## src/rtl/apb_pkg.sv

```systemverilog
// Shared APB definitions: master FSM state encoding and default bus widths.
package apb_pkg;

  localparam int APB_ADDR_W_DEF = 8;
  localparam int APB_DATA_W_DEF = 32;

  typedef enum logic [1:0] {
    IDLE   = 2'd0,
    SETUP  = 2'd1,
    ACCESS = 2'd2
  } apb_state_e;

endpackage

```

## src/rtl/apb_master.sv

```systemverilog
// APB master: accepts one command at a time and runs a SETUP/ACCESS transfer.
// Optional ACCESS wait-state timeout enabled by defining APB_MASTER_TIMEOUT_EN.
module apb_master
  import apb_pkg::*;
#(
  parameter int addrWidth      = APB_ADDR_W_DEF,
  parameter int dataWidth      = APB_DATA_W_DEF,
  parameter int TIMEOUT_CYCLES = 16
) (
  input  logic                 clk,
  input  logic                 reset,
  input  logic                 cmd_valid,
  output logic                 cmd_ready,
  input  logic                 cmd_write,
  input  logic [addrWidth-1:0] cmd_addr,
  input  logic [dataWidth-1:0] cmd_wdata,
  output logic                 rsp_valid,
  output logic [dataWidth-1:0] rsp_rdata,
  output logic                 rsp_err,
  output logic                 rsp_timeout,
  output logic [addrWidth-1:0] PADDR,
  output logic                 PSEL,
  output logic                 PENABLE,
  output logic                 PWRITE,
  output logic [dataWidth-1:0] PWDATA,
  input  logic [dataWidth-1:0] PRDATA,
  input  logic                 PREADY,
  input  logic                 PSLVERR
);

  apb_state_e           state_q, state_d;
  logic [addrWidth-1:0] paddr_q, paddr_d;
  logic [dataWidth-1:0] pwdata_q, pwdata_d;
  logic                 pwrite_q, pwrite_d;
  logic                 psel_q, psel_d;
  logic                 penable_q, penable_d;
  logic                 rsp_valid_q, rsp_valid_d;
  logic [dataWidth-1:0] rsp_rdata_q, rsp_rdata_d;
  logic                 rsp_err_q, rsp_err_d;

`ifdef APB_MASTER_TIMEOUT_EN
  localparam int               CNT_W    = $clog2(TIMEOUT_CYCLES + 1);
  localparam logic [CNT_W-1:0] CNT_LAST = CNT_W'(TIMEOUT_CYCLES - 1);

  logic [CNT_W-1:0] cnt_q, cnt_d;
  logic             rsp_timeout_q, rsp_timeout_d;
`endif

  always_comb begin
    state_d     = state_q;
    paddr_d     = paddr_q;
    pwdata_d    = pwdata_q;
    pwrite_d    = pwrite_q;
    psel_d      = psel_q;
    penable_d   = penable_q;
    rsp_valid_d = 1'b0;
    rsp_rdata_d = rsp_rdata_q;
    rsp_err_d   = rsp_err_q;
`ifdef APB_MASTER_TIMEOUT_EN
    cnt_d         = cnt_q;
    rsp_timeout_d = rsp_timeout_q;
`endif
    case (state_q)
      IDLE: begin
        if (cmd_valid) begin
          state_d   = SETUP;
          paddr_d   = cmd_addr;
          pwrite_d  = cmd_write;
          pwdata_d  = cmd_write ? cmd_wdata : '0;
          psel_d    = 1'b1;
          penable_d = 1'b0;
        end
      end
      SETUP: begin
        state_d   = ACCESS;
        penable_d = 1'b1;
`ifdef APB_MASTER_TIMEOUT_EN
        cnt_d = '0;
`endif
      end
      ACCESS: begin
        if (PREADY) begin
          state_d     = IDLE;
          psel_d      = 1'b0;
          penable_d   = 1'b0;
          rsp_valid_d = 1'b1;
          rsp_rdata_d = pwrite_q ? '0 : PRDATA;
          rsp_err_d   = PSLVERR;
`ifdef APB_MASTER_TIMEOUT_EN
          rsp_timeout_d = 1'b0;
        end else if (cnt_q == CNT_LAST) begin
          // This is the TIMEOUT_CYCLES-th unanswered ACCESS cycle: abort.
          state_d       = IDLE;
          psel_d        = 1'b0;
          penable_d     = 1'b0;
          rsp_valid_d   = 1'b1;
          rsp_rdata_d   = '0;
          rsp_err_d     = 1'b1;
          rsp_timeout_d = 1'b1;
        end else begin
          cnt_d = cnt_q + 1'b1;
`endif
        end
      end
      default: state_d = IDLE;
    endcase
  end

  always_ff @(posedge clk) begin
    if (reset) begin
      state_q     <= IDLE;
      paddr_q     <= '0;
      pwdata_q    <= '0;
      pwrite_q    <= 1'b0;
      psel_q      <= 1'b0;
      penable_q   <= 1'b0;
      rsp_valid_q <= 1'b0;
      rsp_rdata_q <= '0;
      rsp_err_q   <= 1'b0;
    end else begin
      state_q     <= state_d;
      paddr_q     <= paddr_d;
      pwdata_q    <= pwdata_d;
      pwrite_q    <= pwrite_d;
      psel_q      <= psel_d;
      penable_q   <= penable_d;
      rsp_valid_q <= rsp_valid_d;
      rsp_rdata_q <= rsp_rdata_d;
      rsp_err_q   <= rsp_err_d;
    end
  end

`ifdef APB_MASTER_TIMEOUT_EN
  always_ff @(posedge clk) begin
    if (reset) begin
      cnt_q         <= '0;
      rsp_timeout_q <= 1'b0;
    end else begin
      cnt_q         <= cnt_d;
      rsp_timeout_q <= rsp_timeout_d;
    end
  end

  assign rsp_timeout = rsp_timeout_q;
`else
  assign rsp_timeout = 1'b0;
`endif

  assign cmd_ready = (state_q == IDLE);
  assign rsp_valid = rsp_valid_q;
  assign rsp_rdata = rsp_rdata_q;
  assign rsp_err   = rsp_err_q;
  assign PADDR     = paddr_q;
  assign PSEL      = psel_q;
  assign PENABLE   = penable_q;
  assign PWRITE    = pwrite_q;
  assign PWDATA    = pwdata_q;

endmodule
```

## config.mk

```make
export PLATFORM = sky130hd
export DESIGN_NAME = apb_master
export DESIGN_NICKNAME = d
export VERILOG_FILES = /design/src/rtl/apb_pkg.sv /design/src/rtl/apb_master.sv
export SDC_FILE = /design/constraint.sdc
export NUM_CORES = 1
export LEC_CHECK = 0
export ABC_AREA = 1
export ABC_CLOCK_PERIOD_IN_PS = 2000
export CAP_MARGIN = 15
export CORE_UTILIZATION = 44
export CTS_CLUSTER_DIAMETER = 30
export CTS_CLUSTER_SIZE = 8
export DETAILED_ROUTE_END_ITERATION = 8
export PLACE_DENSITY = 0.93
export SETUP_SLACK_MARGIN = 0.02
export SYNTH_ARGS = -nofsm -noshare
export SYNTH_HDL_FRONTEND = slang
export SYNTH_SLANG_ARGS = --single-unit
```

## constraint.sdc

```tcl
create_clock -name clk -period 2 [get_ports clk]
set_clock_uncertainty 0.1 [all_clocks]
set_input_delay 0.3 -clock clk [delete_from_list [all_inputs] [get_ports clk]]
set_output_delay 0.3 -clock clk [all_outputs]
set_load 0.1 [all_outputs]
```

# After elaboration in Yosys (flattened, before gate mapping)
# Cells that the tools add are included.
# word_totals
wordCells	34
reg_bits	79
# op_classes
reduce_logical	9
n_bitwise	1
mux	11
eq_ne	4
# ops
cell	count
two-way mux 32 bit	2
one-hot mux 2 bit (3 select lines)	1
AND reduction 2 bit	3
AND reduction 3 bit	2
two-way mux 1 bit	4
two-way mux 2 bit	2
inequality test 2 bit, second input constant	2
one-hot mux 1 bit (3 select lines)	1
nonzero test 3 bit	1
equality test 2 x 1 -> 1 bit, second input constant	1
equality test 2 bit, second input constant	1
logical NOT 2 bit	1
one-hot mux 1 bit (2 select lines)	1
nonzero test 2 bit	1
OR reduction 2 bit	1
NOT 1 bit	1

# Logic depth before layout (Yosys ltp)
# Gate-level depths: netlist (run 1).
# depth
ltp_word	3
mapped_depth	6

# Worst setup path after synthesis (run 1)
# OpenSTA, ideal clock, no wires.
# synth_timing
path_type	reg-to-reg
startpoint	reg pwrite_q (netlist: PWRITE)
endpoint	reg rsp_rdata_q[10] (netlist: rsp_rdata[10])
arrival_time_ns	1.539
path_slack_ns	0.242
setup_time_ns	0.119
path_stages_with_launch	5
period_less_slack_ns	1.758
cell_sequence	dfxtp_1 inv_1 clkbuf_1 nand2_1 o21ai_2
# synth_via
elab_chain_len	1
# synth_rtl
element	line	text
from (decl)	apb_master.sv:34	logic pwrite_q, pwrite_d;
from (signal assigned)	apb_master.sv:124	pwrite_q <= pwrite_d;
two-way mux 32 bit	apb_master.sv:87	rsp_rdata_d = pwrite_q ? '0 : PRDATA;
to (signal assigned)	apb_master.sv:128	rsp_rdata_q <= rsp_rdata_d;
to (decl)	apb_master.sv:38	logic [dataWidth-1:0] rsp_rdata_q, rsp_rdata_d;
# No other way between the ends.
# A chain may end at the register's enable or synchronous reset.

# Worst setup path in the final report (run 1)
# layout_timing
startpoint	reg state_q[1]
endpoint	out cmd_ready
# layout_via
elab_chain_len	1
# layout_rtl
element	line	text
from (decl)	apb_master.sv:31	apb_state_e state_q, state_d;
from (signal assigned)	apb_master.sv:121	state_q <= state_d;
logical NOT 2 bit	apb_master.sv:149	assign cmd_ready = (state_q == IDLE);
to (decl)	apb_master.sv:13	output logic cmd_ready,
# No other way between the ends.

==> metrics.yaml, run 1 <==
status: "finished, final reports clean"
finalSetupTns_ns: 0
synth_top_area_share_pct: 48.63
fin_nets: 644
vias: 3295
area_growth_pct: 49.44
p_switching_mw: 1.268
rsz0062_at_grt: "no"
hold_viol: 0
die_h_um: 87.97
vdd_drop_max_v: 0.0003926
fp-row-count: 30
crit_arrival_ns: 1.31
clkPwrFrac_pct: 31.0
antenna_found_initial: 0
cts_resized: 0
viasPerCell: 4.940
critical_path.endpoint: "cmd_ready"
utilization_pct: 69.61
grt_pass1_wl_um: 13990
antenna_cells: 0
rrSetupSlack_ns: 0.56
slowest_delay_ns: 0.38
overflow: 0
core_area_mm2: 0.006982
io_pins: 157
ff2ff_path_depth: 5
power_density_mw_per_mm2: 798.5
intPower_mw: 2.613
combPwrFrac_pct: 25.8
netlist_top_cells_area: "dfxtp_1 (49%), nand2_1 (12%), nand3_1 (10%), o21ai_2 (7.8%), a21oi_1 (5.5%)"
p_leak_nw: 2.306
wire_per_inst_um: 13.37
reg2reg_from: "state_q[0]"
crit_start: "state_q[1]"
worst_slew_pin_slew_ns: 0.5166
maxSlewHeadroom_pct: 65.53
finalWirelength_um: 8921
dr.pass1.iters: 4
drtAntennaViolNets: 0
post_cts_buffers: 0
max_cap_viol_count: 0
dieArea_mm2: 0.007739
avgSynthCellArea_um2: 7.743
synth_area_mm2: 0.003252
start_util_pct: 46.58
yosys_warnings: 0
ctsHtreeMaxLevel: 3
grt_max_degree: 39
crit_chain: "nor2_4 -> buf_4 -> buf_12"
syn-num-nets: 498
insertion_delay_ns: 0.33
crit_fanout: 12
io_buffers: 155
swShare_pct: 32.68
cts_hold_buffers: 0
crit_family: "buffers and inverters"
cp_slowest_cell: "dfxtp_1"
clockBufferDepth: 2
ys_types: 19
synth_largest_area_cell: "dfxtp_1"
grt_use_total_pct: 23.20
path_clk_slew_ns: 0.08
cp.required_ns: 1.60
first_global_vias: 3179
worstSetupPathType: "register to output pin"
fmax_mhz: 583.3
drc_errors: 0
hp-class: "register to register"
cp_num_buf_inv: 2
period_share_pct: 85.73
synth_seq_cells: 79
seqPwrFrac_pct: 43.1
setup_violations: 0
place.gp.congestion: 0.7431
die_width_um: 87.97
worstSetupPathDepth: 3
startpoint_type: "register"
root_buffer: "clkbuf_8"
cts_tree: "built"
synthCells: 420
finalCriticalPeriod_ns: 1.715
drt_iter0_drc: 150
clkSinkCount: 79
worstReg2RegEnd: "rsp_rdata[1]"
yosysSeqAreaShare_pct: 48.63
cts_buffers: 9
dp_hpwl_um: 6580
drive_gt1_share_pct: 24.87
critPathCaptureType: "output pin"
slew_violations: 0
[cell families (layout without fill, tap and decap cells)]
kind of cell,count (synthesis),after routing,share of synthesized area [%]
simple gates,190,190,25.66
flops,79,79,48.63
compound gates,77,77,15.20
buf+inv,73,224,10.39
other cells,1,1,0.1153
[cells in the mapped netlist, drive strengths merged]
| library cell | number |
|---|---|
| conb | 1 |
| nand2 | 103 |
| inv | 40 |
| o21ai | 41 |
| clkbuf | 8 |
| dfxtp | 79 |
| buf | 25 |
| nand3 | 69 |
| nor2 | 18 |
| a21oi | 36 |
[state kept, by name (all words and copies together), names as in the netlist]
| signal | cells |
|---|---|
| PWDATA | 32 |
| rsp_rdata | 32 |
| PENABLE | 1 |
| PSEL | 1 |
| PWRITE | 1 |
| rsp_err | 1 |
| state_q | 2 |
| rsp_valid | 1 |
| PADDR | 8 |
[stage by stage]
| step | instance area [µm²] | hold WS (ns) | setup WS, ns | instances | power, mW |
|---|---|---|---|---|---|
| 2_1_floorplan | 3252 | 0.3428 | 0.2418 | 420 | 2.397 |
| 3_3_place_gp | 4651 | 0.3478 | 0.3115 | 651 | 2.692 |
| 3_5_place_dp | 4651 | 0.3561 | 0.2109 | 651 | 2.711 |
| 4_1_cts | 4860 | 0.3656 | 0.2618 | 667 | 3.912 |
| 5_1_grt | 4860 | 0.3856 | 0.2050 | 667 | 4.047 |
| 6_report | 4860 | 0.3632 | 0.2855 | 667 | 3.881 |
[final cells by class]
type,count,area (µm²)
timing repair buffer,168,1466
clock inverter,3,40.04
tap,96,120.1
inverter,40,150.1
fill,597,2122
clock buffer,13,168.9
sequential,79,1582
multi-input combinational,268,1333
[worst min-delay path, stage by stage, from the launching register on]
cell	delay, ns
dfxtp_1	0.31
nand2_1	0.06
a21oi_1	0.05
[power by group through the flow]
stage / registers (mW) / clock network (mW) / logic, mW
floorplan: 2.13 / 0 / 0.268
global placement: 1.70 / 0 / 0.988
detailed placement: 1.71 / 0 / 1.00
CTS: 1.67 / 1.23 / 1.00
global route: 1.68 / 1.31 / 1.05
finish: 1.67 / 1.20 / 1.00
[layer usage]
layer  track usage, %  part of all wire (%)  vias up
met4            10.73                   2.1        0
met2            42.57                    52      110
met3            4.524                   5.5       16
li1                 -                     -     1639
met5                0                     0        -
met1            25.69                    40     1530
[placed cells by master, fill, tap and decap left out, drive strengths merged]
master,netlist,layout
o21ai,41,41
nand2,103,103
bufinv,0,1
clkbuf,8,13
clkinv,0,2
inv,40,40
nand3,69,69
nor2,18,18
conb,1,1
clkdlybuf4s50,0,77
buf,25,91
a21oi,36,36
dfxtp,79,79
[how the worst min path moves through the flow]
| stage | slack, ns | depth (start not counted) | end | from |
|---|---|---|---|---|
| 2_1_floorplan | 0.34 | 2 | rsp_err | PSLVERR |
| 4_1_cts | 0.37 | 2 | PWDATA[17] | PWDATA[17] |
| 6_report | 0.36 | 2 | PWDATA[1] | PWDATA[1] |
| 3_5_place_dp | 0.36 | 2 | PWDATA[17] | PWDATA[17] |
| 5_1_grt | 0.39 | 2 | PWDATA[28] | PWDATA[28] |
| 3_3_place_gp | 0.35 | 2 | PWDATA[9] | PWDATA[9] |
Note: power is estimated with default switching activity, not from simulation.
==> run 2: changes to the inputs <==
--- a/config.mk
+++ b/config.mk
@@ -13,6 +13,7 @@
 export CTS_CLUSTER_SIZE = 8
 export DETAILED_ROUTE_END_ITERATION = 8
 export PLACE_DENSITY = 0.93
+export RECOVER_POWER = 25
 export SETUP_SLACK_MARGIN = 0.02
 export SYNTH_ARGS = -nofsm -noshare
 export SYNTH_HDL_FRONTEND = slang
==> metrics.yaml, run 2 (synthesis results as in run 1) <==
finalCriticalPeriod_ns: 1.786
rsz0062_at_grt: "no"
critPathCaptureType: "register"
final_common_cell: "nand2_1"
vdd_drop_max_v: 0.0003920
seqPwrFrac_pct: 43.2
reg2reg_from: "state_q[0]"
drt_iter0_drc: 152
dieArea_mm2: 0.007739
finalSetupTns_ns: 0
antenna_found_initial: 0
finalNonFillerCells: 667
maxSlewHeadroom_pct: 49.90
place_area_mm2: 0.004651
finalWirelength_um: 8873
grt_max_degree: 39
cts_tree: "built"
cp.required_ns: 2.16
insertion_delay_ns: 0.33
dr.pass1.iters: 5
worstReg2RegEnd: "rsp_rdata[1]"
swShare_pct: 32.65
ff2ff_path_depth: 5
layout_common_cells: "nand2_1 (101), buf_4 (82), dfxtp_1 (79)"
status: "finished, final reports clean"
min_to: "PWDATA[1]"
max_cap_viol_count: 0
start_util_pct: 46.58
antenna_cells: 0
nFillCells: 607
combPwrFrac_pct: 25.7
core_area_mm2: 0.006982
p_switching_mw: 1.264
setup_violations: 0
fin_area_mm2: 0.004828
post_cts_buffers: 0
p_leak_nw: 2.295
crit_fanout: 32
viasPerCell: 4.975
drtAntennaViolNets: 0
hp-class: "register to register"
seqCellArea_mm2: 0.001582
slew_violations: 0
first_global_vias: 3179
utilization_pct: 69.16
overflow: 0
fmax_mhz: 559.8
grt_pass1_wl_um: 13990
cts_resized: 0
worst_slew_pin_slew_ns: 0.7516
io_buffers: 155
place.gp.congestion: 0.7431
power_density_mw_per_mm2: 801.7
crit_arrival_ns: 1.95
ctsHtreeMaxLevel: 3
wire_per_inst_um: 13.30
dp.cells: 651
die_width_um: 87.97
root_buffer: "clkbuf_8"
io_pins: 157
fp-row-count: 30
grt_use_total_pct: 23.20
vias: 3318
rrSetupSlack_ns: 0.59
dp_hpwl_um: 6580
drive_gt1_share_pct: 24.34
hold_viol: 0
startpoint_type: "input port"
period_share_pct: 89.32
min_from: "PWDATA[1]"
drc_errors: 0
clkPwrFrac_pct: 31.1
intPower_mw: 2.607
path_clk_slew_ns: 0.07
cts_hold_buffers: 0
clockBufferDepth: 2
hold_ws_ns: 0.3642
worstHoldPathCells: 2
clkSinkCount: 79
worstSetupPathType: "input port to register"
die_h_um: 87.97
multiInputGateArea_mm2: 0.001321
fin_nets: 644
cts_buffers: 9
area_growth_pct: 48.48
## run 2: cell types whose count changed in the layout (fill, tap and decap cells not counted), sizes merged
| cell | previous run | this run |
|---|---|---|
| buf | 91 | 83 |
| clkbuf | 13 | 21 |
| clkdlybuf4s50 | 77 | 76 |
| dlygate4sd3 | 0 | 1 |
## run 2: cell type report
class	instances	area share (%)
Clock buffer	13	3.498
Clock inverter	3	0.8292
Inverter	40	3.110
Multi-Input combinational cell	268	27.36
Sequential cell	79	32.75
Tap cell	96	2.488
Timing Repair Buffer	168	29.96
## run 2: layer usage
| layer | wire (µm) | GRT usage, % |
|---|---|---|
| met1 | 3488 | 25.69 |
| met2 | 4707 | 42.57 |
| met3 | 513 | 4.524 |
| met5 | 0 | 0 |
| met4 | 163 | 10.73 |
## run 2: power by group through the flow
stage / Sequential (mW) / Clock, mW / Combinational (mW)
floorplan: 2.13 / 0 / 0.268
global placement: 1.70 / 0 / 0.988
detailed placement: 1.71 / 0 / 1.00
CTS: 1.67 / 1.23 / 1.00
global route: 1.68 / 1.31 / 1.05
finish: 1.67 / 1.20 / 0.995
## run 2: how the worst max path moves through the flow
stage	from	to	slack [ns]	cells after the start
floorplan	PWRITE	rsp_rdata[10]	0.24	4
global placement	PREADY	rsp_rdata[1]	0.31	5
detailed placement	PREADY	rsp_rdata[1]	0.21	5
CTS	state_q[1]	cmd_ready	0.26	3
global route	reset	PADDR[7]	0.14	5
finish	reset	PADDR[0]	0.21	5
## run 2: critical path, cell delays in order
cell and delay, ns:
dlygate4sd3_1 0.57, inv_2 0.18, clkbuf_2 0.54, o21ai_0 0.20, nor2_1 0.13
## run 2: through the flow
step | total power [mW] | setup slack, ns
6_report | 3.871 | 0.2137
5_1_grt | 4.040 | 0.1378
4_1_cts | 3.912 | 0.2618
3_5_place_dp | 2.711 | 0.2109
3_3_place_gp | 2.692 | 0.3115
2_1_floorplan | 2.397 | 0.2418
